### config.mk
export PLATFORM = sky130hd
export DESIGN_NAME = fetch_queue_flat
export DESIGN_NICKNAME = d
export VERILOG_FILES = /design/src/rtl/fetch_queue_if.sv /design/src/rtl/fetch_queue.sv /design/src/flat_wrapper.sv
export SDC_FILE = /design/constraint.sdc
export NUM_CORES = 1
export LEC_CHECK = 0
export BUFFER_PORTS_ARGS = -buffer_cell sky130_fd_sc_hd__buf_2
export CORE_MARGIN = 2
export CORE_UTILIZATION = 58
export CTS_CLUSTER_DIAMETER = 100
export DETAILED_ROUTE_END_ITERATION = 12
export PLACE_DENSITY = 0.79
export RECOVER_POWER = 100
export SYNTH_ARGS = -nofsm -noshare
export SYNTH_HDL_FRONTEND = slang
export SYNTH_SLANG_ARGS = --single-unit
### constraint.sdc
create_clock -name clk -period 11.1 [get_ports clk]
set_clock_uncertainty 0.15 [all_clocks]
set_input_delay 1.665 -clock clk [delete_from_list [all_inputs] [get_ports clk]]
set_output_delay 1.665 -clock clk [all_outputs]
set_load 0.05 [all_outputs]
### src/rtl/fetch_queue_if.sv
// Fetch-to-decode queue interface.
// Carries the fetch-side push channel, the decode-side pop channel, the
// redirect flush and the occupancy count. clk and reset stay plain ports.
interface fetch_queue_if #(
    parameter int unsigned XLEN  = 32,
    parameter int unsigned DEPTH = 4
);
    localparam int unsigned CW = $clog2(DEPTH) + 1;

    logic            flush;
    logic            in_valid;
    logic            in_ready;
    logic [XLEN-1:0] in_pc;
    logic [XLEN-1:0] in_instr;
    logic            out_valid;
    logic            out_ready;
    logic [XLEN-1:0] out_pc;
    logic [XLEN-1:0] out_pcplus4;
    logic [XLEN-1:0] out_instr;
    logic [CW-1:0]   count;

    // Fetch/branch/decode environment side
    modport master (
        output flush,
        output in_valid,
        output in_pc,
        output in_instr,
        output out_ready,
        input  in_ready,
        input  out_valid,
        input  out_pc,
        input  out_pcplus4,
        input  out_instr,
        input  count
    );

    // Queue side
    modport slave (
        input  flush,
        input  in_valid,
        input  in_pc,
        input  in_instr,
        input  out_ready,
        output in_ready,
        output out_valid,
        output out_pc,
        output out_pcplus4,
        output out_instr,
        output count
    );
endinterface

### src/rtl/fetch_queue.sv
// Decoupling FIFO between instruction fetch and decode.
// Holds up to DEPTH {pc, pc+4, instr} triples in a circular buffer. Pointers
// carry an extra wrap bit so full and empty are distinguishable without the
// count register; count is kept separately as an explicit occupancy output.
// in_ready depends only on queue state, never on out_ready.
module fetch_queue #(
    parameter int unsigned XLEN  = 32,
    parameter int unsigned DEPTH = 4
) (
    input logic          clk,
    input logic          reset,
    fetch_queue_if.slave bus
);
    localparam int unsigned AW = $clog2(DEPTH);
    localparam int unsigned CW = AW + 1;
    localparam logic [XLEN-1:0] PcStep = XLEN'(4);

    typedef logic [CW-1:0] ptr_t;

    ptr_t rd_q, rd_d;
    ptr_t wr_q, wr_d;
    ptr_t count_q, count_d;

    logic [XLEN-1:0] pc_mem    [DEPTH];
    logic [XLEN-1:0] pc4_mem   [DEPTH];
    logic [XLEN-1:0] instr_mem [DEPTH];

    logic [AW-1:0] rd_idx;
    logic [AW-1:0] wr_idx;
    logic          empty;
    logic          full;
    logic          push;
    logic          pop;

    assign rd_idx = rd_q[AW-1:0];
    assign wr_idx = wr_q[AW-1:0];

    // Occupancy flags from pointer comparison and qualified handshakes
    always_comb begin
        empty = (rd_q == wr_q);
        full  = (rd_idx == wr_idx) && (rd_q[AW] != wr_q[AW]);
        push  = bus.in_valid && !full && !bus.flush;
        pop   = !empty && bus.out_ready && !bus.flush;
    end

    // Next pointer and count state; flush snaps rd onto wr and drops any handshake
    always_comb begin
        rd_d    = rd_q;
        wr_d    = wr_q;
        count_d = count_q;
        if (bus.flush) begin
            rd_d    = wr_q;
            count_d = '0;
        end else begin
            if (push) begin
                wr_d = wr_q + ptr_t'(1);
            end
            if (pop) begin
                rd_d = rd_q + ptr_t'(1);
            end
            unique case ({push, pop})
                2'b10:   count_d = count_q + ptr_t'(1);
                2'b01:   count_d = count_q - ptr_t'(1);
                default: count_d = count_q;
            endcase
        end
    end

    // Pointer and count registers with synchronous reset taking priority
    always_ff @(posedge clk) begin
        if (reset) begin
            rd_q    <= '0;
            wr_q    <= '0;
            count_q <= '0;
        end else begin
            rd_q    <= rd_d;
            wr_q    <= wr_d;
            count_q <= count_d;
        end
    end

    // Entry storage; contents are never cleared, only the pointers move
    always_ff @(posedge clk) begin
        if (push && !reset) begin
            pc_mem[wr_idx]    <= bus.in_pc;
            pc4_mem[wr_idx]   <= bus.in_pc + PcStep;
            instr_mem[wr_idx] <= bus.in_instr;
        end
    end

    // Head outputs read straight from storage; no bypass from an empty queue
    always_comb begin
        bus.in_ready    = !full;
        bus.out_valid   = !empty;
        bus.out_pc      = pc_mem[rd_idx];
        bus.out_pcplus4 = pc4_mem[rd_idx];
        bus.out_instr   = instr_mem[rd_idx];
        bus.count       = count_q;
    end
endmodule

### src/flat_wrapper.sv
// flat-port wrapper written by rule: the top's interface ports become plain ports
module fetch_queue_flat 
#(
    parameter int unsigned XLEN  = 32,
    parameter int unsigned DEPTH = 4
)
  (clk, reset, bus_flush, bus_in_valid, bus_in_pc, bus_in_instr, bus_out_ready, bus_in_ready, bus_out_valid, bus_out_pc, bus_out_pcplus4, bus_out_instr, bus_count);
  fetch_queue_if #(.XLEN(XLEN), .DEPTH(DEPTH)) bus_i ();
  input logic clk;
  input logic reset;
  input wire logic [$bits(bus_i.flush)-1:0] bus_flush;
  input wire logic [$bits(bus_i.in_valid)-1:0] bus_in_valid;
  input wire logic [$bits(bus_i.in_pc)-1:0] bus_in_pc;
  input wire logic [$bits(bus_i.in_instr)-1:0] bus_in_instr;
  input wire logic [$bits(bus_i.out_ready)-1:0] bus_out_ready;
  output wire logic [$bits(bus_i.in_ready)-1:0] bus_in_ready;
  output wire logic [$bits(bus_i.out_valid)-1:0] bus_out_valid;
  output wire logic [$bits(bus_i.out_pc)-1:0] bus_out_pc;
  output wire logic [$bits(bus_i.out_pcplus4)-1:0] bus_out_pcplus4;
  output wire logic [$bits(bus_i.out_instr)-1:0] bus_out_instr;
  output wire logic [$bits(bus_i.count)-1:0] bus_count;
  assign bus_i.flush = bus_flush;
  assign bus_i.in_valid = bus_in_valid;
  assign bus_i.in_pc = bus_in_pc;
  assign bus_i.in_instr = bus_in_instr;
  assign bus_i.out_ready = bus_out_ready;
  assign bus_in_ready = bus_i.in_ready;
  assign bus_out_valid = bus_i.out_valid;
  assign bus_out_pc = bus_i.out_pc;
  assign bus_out_pcplus4 = bus_i.out_pcplus4;
  assign bus_out_instr = bus_i.out_instr;
  assign bus_count = bus_i.count;
  fetch_queue #(.XLEN(XLEN), .DEPTH(DEPTH)) u_core (.clk(clk), .reset(reset), .bus(bus_i));
endmodule
=== Word-level counts from Yosys, hierarchy flattened ===
Memory sizes are Yosys's and may differ from the RTL's. A register that Yosys moved wholly into a read port is not among the register bits.
Index checks and enable logic that the tools add are counted.

* Flip-flop bits (word level): 9
* Memory bits (writable): 384
* Input bits: 69
* Output and inout port bits: 101
* Word-level logic and storage cells: 42
* Memories kept: 3

{| class="wikitable"
|+ Memories
! memory !! depth !! bits a word !! read ports !! clocked after memory_dff !! wr ports !! RTL line !! RTL
|-
| u_core.instr_mem || 4 || 32 || 1 || 1 || 1 || fetch_queue.sv:26 || <nowiki>logic [XLEN-1:0] instr_mem [DEPTH];</nowiki>
|-
| u_core.pc4_mem || 4 || 32 || 1 || 1 || 1 || fetch_queue.sv:25 || <nowiki>logic [XLEN-1:0] pc4_mem [DEPTH];</nowiki>
|-
| u_core.pc_mem || 4 || 32 || 1 || 1 || 1 || fetch_queue.sv:24 || <nowiki>logic [XLEN-1:0] pc_mem [DEPTH];</nowiki>
|}

* $add $sub $neg: 5
* Eq/ne operators: 5
* Multiplexer cells: 11
* Bitwise operators: 1
* Reduce and logical (&&, ||, !) cells: 14

{| class="wikitable"
|+ Operators with widths
! cell !! count
|-
| $add 32x3->32 const B || 1
|-
| $mux 2 || 6
|-
| $add 3x1->3 const B || 3
|-
| $logic_and 1x1->1 || 6
|-
| $mux 3 || 2
|-
| $pmux 3 s2 || 1
|-
| $logic_not 1->1 || 4
|-
| $reduce_bool 2->1 || 2
|-
| $eq 3x3->1 || 1
|-
| $sub 3x1->3 const B || 1
|-
| $eq 2x1->1 const B || 1
|-
| $eq 2x2->1 || 1
|-
| $eq 2x2->1 const B || 1
|-
| $mux 1 || 2
|-
| $reduce_and 2->1 || 1
|-
| $reduce_or 2->1 || 1
|-
| $ne 1x1->1 || 1
|-
| $not 1->1 || 1
|}

=== Longest topological paths before layout ===
* Word-level depth: 8
* Gate-level depth with buffers: 10

=== Worst setup path before layout ===
Ideal clock, no wire load.

* Path kind: input-to-reg
* From: input port bus_flush
* To: memory u_core.instr_mem[3][0], enable pin
* Setup time: 0.662 ns
* Arrival: 8.513 ns
* Setup slack: 1.776 ns
* Stages on the path: 4
* Cell sequence: clkbuf_1 > inv_1 > o311ai_4 > nor3_1

* Longest elaborated chain between the ends: 5

{| class="wikitable"
|+ Ends and longest elaborated chain
! what !! RTL line !! RTL
|-
| from (decl) || flat_wrapper.sv:11 || <nowiki>input wire logic [$bits(bus_i.flush)-1:0] bus_flush;</nowiki>
|-
| $logic_not 1->1 || fetch_queue.sv:42 || <nowiki>push = bus.in_valid && !full && !bus.flush;</nowiki>
|-
| $logic_and 1x1->1 || fetch_queue.sv:42 ||
|-
| $logic_and 1x1->1 || fetch_queue.sv:84 || <nowiki>if (push && !reset) begin</nowiki>
|-
| $mux 1 || fetch_queue.sv:84 ||
|-
| $mux 1 (not written as such) || fetch_queue.sv:87 || <nowiki>instr_mem[wr_idx] <= bus.in_instr;</nowiki>
|-
| to (decl) || fetch_queue.sv:26 ||
|}

Every way passes these cells.

=== Worst setup path after layout ===
* From: input port bus_flush
* To: memory u_core.pc_mem[3][3], enable pin

* Longest elaborated chain between the ends: 5

{| class="wikitable"
|+ Ends and longest elaborated chain
! what !! RTL line !! RTL
|-
| $logic_not 1->1 || fetch_queue.sv:42 ||
|-
| $logic_and 1x1->1 || fetch_queue.sv:42 ||
|-
| $logic_and 1x1->1 || fetch_queue.sv:84 ||
|-
| $mux 1 || fetch_queue.sv:84 ||
|-
| $mux 1 (not written as such) || fetch_queue.sv:85 || <nowiki>pc_mem[wr_idx] <= bus.in_pc;</nowiki>
|-
| to (decl) || fetch_queue.sv:24 ||
|}

Every way passes these cells.

==> flow_summary.toml <==
[outcome]
status = "finished, violations left"
violations = "capacitance limit, slew limit"

[synthesis]
netlist_area_um2 = 14740
async_flop_share = 0
synthTopCellsByArea = "edfxtp_1 (77%), mux4_2 (14%), xnor2_1 (1.7%), dfxtp_1 (1.5%), ha_1 (0.59%)"
synth.distinct_cells = 36
synth_top_area_frac = 0.7660
synth_fp_nets = 722
synth-edff-count = 376
avgSynthCellArea_um2 = 22.85
yosys_warnings = 0
yosysSeqAreaShare = 0.7810
synth_largest_area_cell = "edfxtp_1"
syn_inst = 645
synth-main-ff-cell = "edfxtp_1"
synth-seq-cells = 387
synthTopCellsByCount = "edfxtp_1 (376), mux4_2 (94), xnor2_1 (29)"
synth_most_common_cell = "edfxtp_1"

[setup_path]
arrival_ps = 7270
worstSetupStartpointType = "input port"
critPathLaunch = "bus_flush"
crit_fanout = 51
required_ps = 11010
endpoint_kind = "register"
critPathKind = "in2reg"
r2r-start = "u_core.wr_q[0]"

[timing]
max_freq_mhz = 135.8
fin_ws_ps = 3738
drv_slew = 322
tightest_slew_ps = 4100
setup_viol = 0
rsz0062_at_grt = "no"
layout_min_cycle_time_ps = 7362
fin_crit_sh = 0.6632
max-slew-margin-rel = -1.733
setup_tns_ps = 0
hold_violations = 0

[global_route]
overflow = 0
grt_pass1_vias = 7508
grt_use_total = 0.2139
grt_pass1_wl_mm = 42.55
grt_max_degree = 71
antenna_found_initial = 0

[clocking]
cts-root-buf = "clkbuf_16"
post_cts_resized = 0
cts_hold_buffers = 0
cts_buffers = 38
cts.sinks = 387
cts_buffer_depth = 3
ctsHtreeMaxLevel = 2
clk_pin_slew_worst_paths_ps = 60
worst_skew_pair.late_latency_ps = 520
cts_setup_buffers = 0
cts_tree = "built"

[drt]
viasPerCell = 5.904
drt_wl_total_mm = 28.05
vias = 7043
drt_iter0_markers = 625
postRouteAntennaNets = 0
wire_per_inst_um = 23.51
drc = 0
dr.pass1.iters = 5

[min_path]
hold_class = "reg2reg"
worstHoldStart = "u_core.bus.count[2]"

[finish]
area_delta_synth_final_pct = 15.10
antennaDiodeCount = 0
drive_above_1_share = 0.1842
fin_nets = 911
fillers = 1663

[die]
initial_core_util = 0.5887
die_area_um2 = 26700
core-area_um2 = 25040
pin_count = 170
dieWidth_um = 163.4
die_y_um = 163.4
row_count = 58

[flow_run]
drv_cap = 8

[place]
globalplace.congestion = 0.7841
portBuffers = 169
place_ws_ps = 6385
hpwl_mm = 16.70

[power]
p_per_area_nw_per_um2 = 192.2
p_leak_nw = 5.172
ir_drop_v = 0.0001768
[kinds of logic after synthesis]
logic type               count (synthesis)  share of synthesized area
flip-flops                             387                     0.7810
adder cells (fa/ha/maj)                  8                   0.007300
multiplexers                            95                     0.1443
buffers and inverters                   37                    0.01112
AO/OA/AOI/OAI                           13                   0.007301
AND/OR/NAND/NOR                         66                    0.02530
XOR/XNOR                                39                    0.02368
[final timing paths]
check | cells after the start | end | slack, ps
max | 6 | u_core.pc_mem[3][3] | 3740
min reg2reg | 2 | u_core.bus.count[2] | 400
min | 2 | u_core.bus.count[2] | 400
max reg2reg | 5 | u_core.pc_mem[3][3] | 4520
[where the power goes]
group	total [mW]	switching (mW)	internal (mW)
clock network	1.30	0.510	0.795
registers	1.65	0.0186	1.63
logic	0.309	0.224	0.0851
[cells in the final DEF (no fill, tap or decap), types with 7 or more instances in the layout]
cell,instances
edfxtp_1,376
clkbuf_1,181
nand4_1,10
mux4_2,94
nand2_1,9
clkbuf_16,41
ha_1,7
nor2_1,10
xnor2_1,29
nand3_1,14
xor2_1,9
inv_1,10
dfxtp_1,10
[metal layers]
| metal | vias up | GRT usage | part of all wire |
|---|---|---|---|
| li1 | 3066 | - | - |
| met1 | 3632 | 0.2956 | 0.40 |
| met2 | 292 | 0.3446 | 0.50 |
| met3 | 53 | 0.05155 | 0.079 |
| met4 | 0 | 0.06557 | 0.024 |
| met5 | - | 0 | 0 |
[worst max-delay path: stages]
cell and delay [ps]:
clkbuf_1 200, inv_1 170, o311ai_0 510, nor3_2 250, clkbuf_1 2000, clkbuf_1 2380
[layout make-up]
class | count | area, µm² | area share
Clock buffer | 55 | 1079 | 0.06357
Clock inverter | 14 | 205.2 | 0.01210
Inverter | 10 | 37.54 | 0.002213
Multi-Input combinational cell | 221 | 3032 | 0.1787
Sequential cell | 387 | 11510 | 0.6787
Tap cell | 330 | 412.9 | 0.02434
Timing Repair Buffer | 176 | 684.4 | 0.04034
[registers in the layout (all words and copies together), names as in the netlist, named ones only]
register / flops
u_core.bus.count: 3
u_core.pc_mem: 126
u_core.instr_mem: 128
u_core.pc4_mem: 122
u_core.rd_q: 3
u_core.wr_q: 3
[through the flow]
stage	power (mW)	util	hold WS, ps	instances	instance area (µm²)
finish	3.260	0.6776	398.5	1193	16970
CTS	3.299	0.6881	402.0	1193	17230
global placement	1.990	0.6368	375.0	1124	15940
floorplan	1.911	-	364.3	645	14740
global route	3.353	0.6776	420.2	1193	16970
detailed placement	2.000	0.6368	389.1	1124	15940
Power figures use the tool's default switching activity.
